==> src/rtl/sub_defs.sv <==
// ---------------------------------------------------------------------------
// sub_defs
//   Shared definitions for the digit-serial subtractor: default operand and
//   digit widths and the controller state encoding.
// ---------------------------------------------------------------------------
package sub_defs;

    localparam int unsigned WIDTH_DEF = 64;
    localparam int unsigned DIGIT_DEF = 8;

    typedef enum logic [1:0] {
        ST_IDLE = 2'd0,
        ST_RUN  = 2'd1,
        ST_DONE = 2'd2
    } state_t;

endpackage : sub_defs

==> src/rtl/sub_stage_digit.sv <==
// ---------------------------------------------------------------------------
// sub_stage_digit
//   Combinational DIGIT-wide ripple-borrow subtractor: d = a - b - bin.
//   Built from full-subtractor cells chained through the borrow.
//
//   Ports:
//     a    [DIGIT-1:0]  minuend digit
//     b    [DIGIT-1:0]  subtrahend digit
//     bin               borrow-in
//     d    [DIGIT-1:0]  difference digit
//     bout              borrow-out of the most significant cell
// ---------------------------------------------------------------------------
module sub_stage_digit #(
    parameter int unsigned DIGIT = 8
) (
    input  logic [DIGIT-1:0] a,
    input  logic [DIGIT-1:0] b,
    input  logic             bin,
    output logic [DIGIT-1:0] d,
    output logic             bout
);

    logic [DIGIT:0] brw;

    assign brw[0] = bin;

    for (genvar i = 0; i < DIGIT; i++) begin : g_cell
        assign d[i]     = a[i] ^ b[i] ^ brw[i];
        assign brw[i+1] = (~a[i] & b[i]) | (~(a[i] ^ b[i]) & brw[i]);
    end

    assign bout = brw[DIGIT];

endmodule : sub_stage_digit

==> src/rtl/seq_subtractor_64bit.sv <==
// ---------------------------------------------------------------------------
// seq_subtractor_64bit
//   Digit-serial subtractor computing D = A - B - bin over WIDTH/DIGIT cycles
//   using one reused DIGIT-wide ripple-borrow stage. The inter-digit borrow is
//   registered, so the critical path is a single DIGIT-bit ripple.
//
//   Ports:
//     clk    rising-edge clock
//     rst    synchronous, active-high reset
//     start  request, accepted when idle (or on the done cycle)
//     A, B   operands, captured on an accepted start
//     bin    borrow-in, captured on an accepted start
//     busy   high while digits are being processed
//     done   one-cycle pulse, results valid
//     D      registered difference
//     bout   final borrow (unsigned A < B + bin)
//     ovf    signed overflow
// ---------------------------------------------------------------------------
module seq_subtractor_64bit
    import sub_defs::*;
#(
    parameter int unsigned WIDTH = WIDTH_DEF,
    parameter int unsigned DIGIT = DIGIT_DEF
) (
    input  logic             clk,
    input  logic             rst,
    input  logic             start,
    input  logic [WIDTH-1:0] A,
    input  logic [WIDTH-1:0] B,
    input  logic             bin,
    output logic             busy,
    output logic             done,
    output logic [WIDTH-1:0] D,
    output logic             bout,
    output logic             ovf
);

    localparam int unsigned N     = WIDTH / DIGIT;
    localparam int unsigned CNT_W = (N > 1) ? $clog2(N) : 1;

    state_t             state_q, state_d;
    logic [CNT_W-1:0]   cnt_q, cnt_d;
    logic [WIDTH-1:0]   a_sh_q, a_sh_d;
    logic [WIDTH-1:0]   b_sh_q, b_sh_d;
    logic [WIDTH-1:0]   d_sh_q, d_sh_d;
    logic               brw_q, brw_d;
    logic               a_sgn_q, a_sgn_d;
    logic               b_sgn_q, b_sgn_d;
    logic [WIDTH-1:0]   res_q, res_d;
    logic               bout_q, bout_d;
    logic               ovf_q, ovf_d;

    logic [DIGIT-1:0]       stage_d;
    logic                   stage_bout;
    logic [WIDTH+DIGIT-1:0] d_cat;
    logic [WIDTH-1:0]       d_shift;
    logic                   accept;

    sub_stage_digit #(
        .DIGIT (DIGIT)
    ) u_stage (
        .a    (a_sh_q[DIGIT-1:0]),
        .b    (b_sh_q[DIGIT-1:0]),
        .bin  (brw_q),
        .d    (stage_d),
        .bout (stage_bout)
    );

    // New digit enters at the top; after N shifts digit 0 sits at the bottom.
    assign d_cat   = {stage_d, d_sh_q};
    assign d_shift = d_cat[WIDTH+DIGIT-1:DIGIT];

    // The done cycle also accepts start, giving back-to-back operations
    // every N+1 cycles when start is held high.
    assign accept = start && ((state_q == ST_IDLE) || (state_q == ST_DONE));

    always_comb begin
        state_d = state_q;
        cnt_d   = cnt_q;
        a_sh_d  = a_sh_q;
        b_sh_d  = b_sh_q;
        d_sh_d  = d_sh_q;
        brw_d   = brw_q;
        a_sgn_d = a_sgn_q;
        b_sgn_d = b_sgn_q;
        res_d   = res_q;
        bout_d  = bout_q;
        ovf_d   = ovf_q;

        case (state_q)
            ST_IDLE: begin
                state_d = ST_IDLE;
            end
            ST_RUN: begin
                a_sh_d = a_sh_q >> DIGIT;
                b_sh_d = b_sh_q >> DIGIT;
                d_sh_d = d_shift;
                brw_d  = stage_bout;
                cnt_d  = cnt_q + 1'b1;
                if (cnt_q == CNT_W'(N - 1)) begin
                    res_d   = d_shift;
                    bout_d  = stage_bout;
                    ovf_d   = (a_sgn_q != b_sgn_q) && (stage_d[DIGIT-1] != a_sgn_q);
                    cnt_d   = '0;
                    state_d = ST_DONE;
                end
            end
            ST_DONE: begin
                state_d = ST_IDLE;
            end
            default: begin
                state_d = ST_IDLE;
            end
        endcase

        if (accept) begin
            a_sh_d  = A;
            b_sh_d  = B;
            brw_d   = bin;
            a_sgn_d = A[WIDTH-1];
            b_sgn_d = B[WIDTH-1];
            cnt_d   = '0;
            state_d = ST_RUN;
        end
    end

    always_ff @(posedge clk) begin
        if (rst) begin
            state_q <= ST_IDLE;
            cnt_q   <= '0;
            a_sh_q  <= '0;
            b_sh_q  <= '0;
            d_sh_q  <= '0;
            brw_q   <= 1'b0;
            a_sgn_q <= 1'b0;
            b_sgn_q <= 1'b0;
            res_q   <= '0;
            bout_q  <= 1'b0;
            ovf_q   <= 1'b0;
        end else begin
            state_q <= state_d;
            cnt_q   <= cnt_d;
            a_sh_q  <= a_sh_d;
            b_sh_q  <= b_sh_d;
            d_sh_q  <= d_sh_d;
            brw_q   <= brw_d;
            a_sgn_q <= a_sgn_d;
            b_sgn_q <= b_sgn_d;
            res_q   <= res_d;
            bout_q  <= bout_d;
            ovf_q   <= ovf_d;
        end
    end

    assign busy = (state_q == ST_RUN);
    assign done = (state_q == ST_DONE);
    assign D    = res_q;
    assign bout = bout_q;
    assign ovf  = ovf_q;

endmodule : seq_subtractor_64bit

==> config.mk <==
export PLATFORM = sky130hd
export DESIGN_NAME = seq_subtractor_64bit
export DESIGN_NICKNAME = d
export VERILOG_FILES = /design/src/rtl/sub_defs.sv /design/src/rtl/sub_stage_digit.sv /design/src/rtl/seq_subtractor_64bit.sv
export SDC_FILE = /design/constraint.sdc
export NUM_CORES = 1
export LEC_CHECK = 0
export CAP_MARGIN = 20
export CORE_MARGIN = 2
export CORE_UTILIZATION = 56
export DETAILED_ROUTE_END_ITERATION = 12
export PLACE_DENSITY = 0.82
export SLEW_MARGIN = 30
export SYNTH_ARGS = -nofsm -noshare
export SYNTH_HDL_FRONTEND = slang
export SYNTH_HIERARCHICAL = 1
export SYNTH_SLANG_ARGS = --single-unit
==> constraint.sdc <==
create_clock -name clk -period 8.4 [get_ports clk]
set_clock_uncertainty 0.15 [all_clocks]
set_input_delay 1.68 -clock clk [delete_from_list [all_inputs] [get_ports clk]]
set_output_delay 1.68 -clock clk [all_outputs]
set_load 0.02 [all_outputs]
==> results_dict.tcl <==
set metrics [dict create \
    status "finished, final reports clean" \
    path_cells "nand2b_4 -> clkinv_8 -> clkdlybuf4s50_1" \
    antenna_found_initial 1 \
    portBuffers 199 \
    ant_nets 0 \
    yosys.area_share.adder 0.0187 \
    grt.overflow.total 0 \
    rsz0062_at_grt "false" \
    maxSlewHeadroom 0.391 \
    synthTopCellsByCount "389 x nand2_1, 258 x dfxtp_1, 157 x a21oi_1" \
    drive_above_1_share 0.0927 \
    fin_setup_tns_ns 0 \
    clock_path_buffers 3 \
    postCtsSetupRepairBufs 0 \
    drtIter0Drc 576 \
    root_buffer "clkbuf_16" \
    path_max_fanout 171 \
    cts_made_buffers 27 \
    report.final.slew_viol_count 0 \
    synth_top_family_by_area "simple AND/OR/NAND/NOR gates" \
    grt_max_degree 172 \
    start_kind "register" \
    yosysWarnings 6 \
    ys_seq_elements 258 \
    synth_ff_type "dfxtp_1" \
    area_growth_pct 23.9 \
    ir_worst_vdd_mv 0.165 \
    endpoint_kind "output pin" \
    cts_sinks 258 \
    synthDistinctLibCells 34 \
    synth_top_cell_by_area "dfxtp_1" \
    power_leakage_nw 4.42 \
    vias 8943 \
    die_x_um 141 \
    postCtsHoldBufs 0 \
    criticalPathCategory "reg2out" \
    fp.coreArea_um2 18600 \
    cts_resized 0 \
    fillers 1475 \
    synthCells 1236 \
    grt_pass1_vias 8355 \
    synth_area_um2 10600 \
    yosys.area_share.simple 0.213 \
    nets 1504 \
    clock.fmax_mhz 198 \
    grt_pass1_wl_um 40900 \
    synth_edf_count 0 \
    synth.area.top_cells "dfxtp_1 49%, nand2_1 14%, a21oi_1 7.4%" \
    required_ns 6.57 \
    synth_xor_xnor_area_share 0 \
    synth_compound_area_frac 0.203 \
    drc 0 \
    synth.area.mux_share 0.00189 \
    cp_num_buf_inv 2 \
    globalplace.congestion 0.788 \
    clk_latency_ns 0.52 \
    post_drt_wl_per_cell_um 15.4 \
    fin_crit_ns 5.05 \
    cp.arrival_ns 3.22 \
    start_util 0.568 \
    cap_violations 0 \
    track_usage 0.244 \
    h-tree-depth 1 \
    num_rows 50 \
    hold_class "reg2reg" \
    clk_pin_slew_worst_paths_ns 0.06 \
    synth_nets 1379 \
    fin_crit_sh 0.601 \
    tritoncts "done" \
    worstMarginPinSlew_ns 0.914 \
    die_area_um2 20000 \
    power.density_nw_per_um2 213 \
    setup-violations-final 0 \
    cp_top_family "buffers and inverters" \
    dp_hpwl_um 15600 \
    finalWirelength_um 24900 \
    yosysSeqAreaShare 0.488 \
    firstDrtPassIters 4 \
    synth.most_common_cell "nand2_1" \
    dieHeight_um 141 \
    slowest_stage "clkinv_8" \
    finalHoldViolations 0 \
    viasPerCell 5.53 \
    cp_slowest_stage_delay_ns 0.75 \
    synth_top_area_frac 0.488 \
    synth_area_per_cell_um2 8.56 \
    fin_util 0.703 \
    ys_async_sr_fraction 0 \
    p_total_mw 2.79 \
    io_pins 200 \
]
==> registers in the layout, summed over array words and instances (netlist names), 2 cells and up <==
| register | count |
|---|---|
| d_sh_q | 56 |
| cnt_q | 3 |
| b_sh_q | 64 |
| a_sh_q | 64 |
| D | 64 |
| state_q | 2 |
==> placed cells by master, fill, tap and decap left out, types with 2 or more instances in the layout <==
cell               n
ha_1               3
nand3_1           35
nor3_1            52
a21oi_1          157
a311oi_1          11
fa_1               8
nand2_1          389
a22oi_2           10
clkbuf_16         27
clkdlybuf4s50_1  198
nand2b_4           2
nor2_1            65
a311oi_2          50
buf_6              4
nand3b_1           2
clkbuf_8           8
a21oi_2           10
a22oi_1           16
dfxtp_1          258
o22ai_1           26
clkinv_2           5
nor3_2             3
inv_1             18
buf_4              2
mux2i_1            2
clkbuf_1           7
==> cell type report <==
type,count,area (µm²),share of cell area
Tap cell,234,293,0.0223
Clock buffer,42,812,0.0619
Antenna cell,1,2.50,0.000191
Multi-Input combinational cell,849,4630,0.353
Timing Repair Buffer,206,2080,0.159
Inverter,19,83.8,0.00639
Sequential cell,258,5160,0.394
Clock inverter,7,41.3,0.00315
==> per-stage QoR <==
step	area [µm²]	instances	setup WS (ns)	hold WS, ns
floorplan	10600	1236	4.49	0.282
global placement	12200	1565	3.81	0.288
detailed placement	12200	1566	3.75	0.296
CTS	13100	1615	3.21	0.304
global route	13100	1616	3.15	0.321
finish	13100	1616	3.35	0.303
==> cell families (layout without fill, tap and decap cells) <==
logic type	Yosys count	after routing
flip-flops	258	258
other	0	1
AND/OR/NAND/NOR	554	554
buffers and inverters	129	274
multiplexers	2	2
AO/OA/AOI/OAI	282	282
adder cells (fa/ha/maj)	11	11
==> power breakdown <==
| group | internal, mW | switching [mW] | total, mW |
|---|---|---|---|
| Sequential | 1.29 | 0.0373 | 1.32 |
| Clock | 0.662 | 0.472 | 1.13 |
| Combinational | 0.144 | 0.187 | 0.331 |
==> metal layers <==
metal	routed length (µm)	track usage
met2	12200	0.404
met4	555	0.0732
met3	1270	0.0398
met5	0	0
met1	11000	0.330
==> worst reg2reg max path, delay by kind of cell, from the launching register on <==
family	cells	cell delay, ns
DFF	1	0.31
adders and majority gates	8	2.91
buffers and inverters	3	0.19
and+or+nand+nor	1	0.13
AOI/OAI and AO/OA	2	0.31
==> worst paths after layout <==
path                                 start  depth (start not counted)  endpoint  slack, ns
worst max-delay path            state_q[1]                          3      busy       3.35
worst min-delay path                 D[31]                          2     D[31]       0.30
worst max register to register   b_sh_q[0]                         14       ovf       4.31
worst min register to register       D[31]                          2     D[31]       0.30
(Power assumes the default switching activity.)
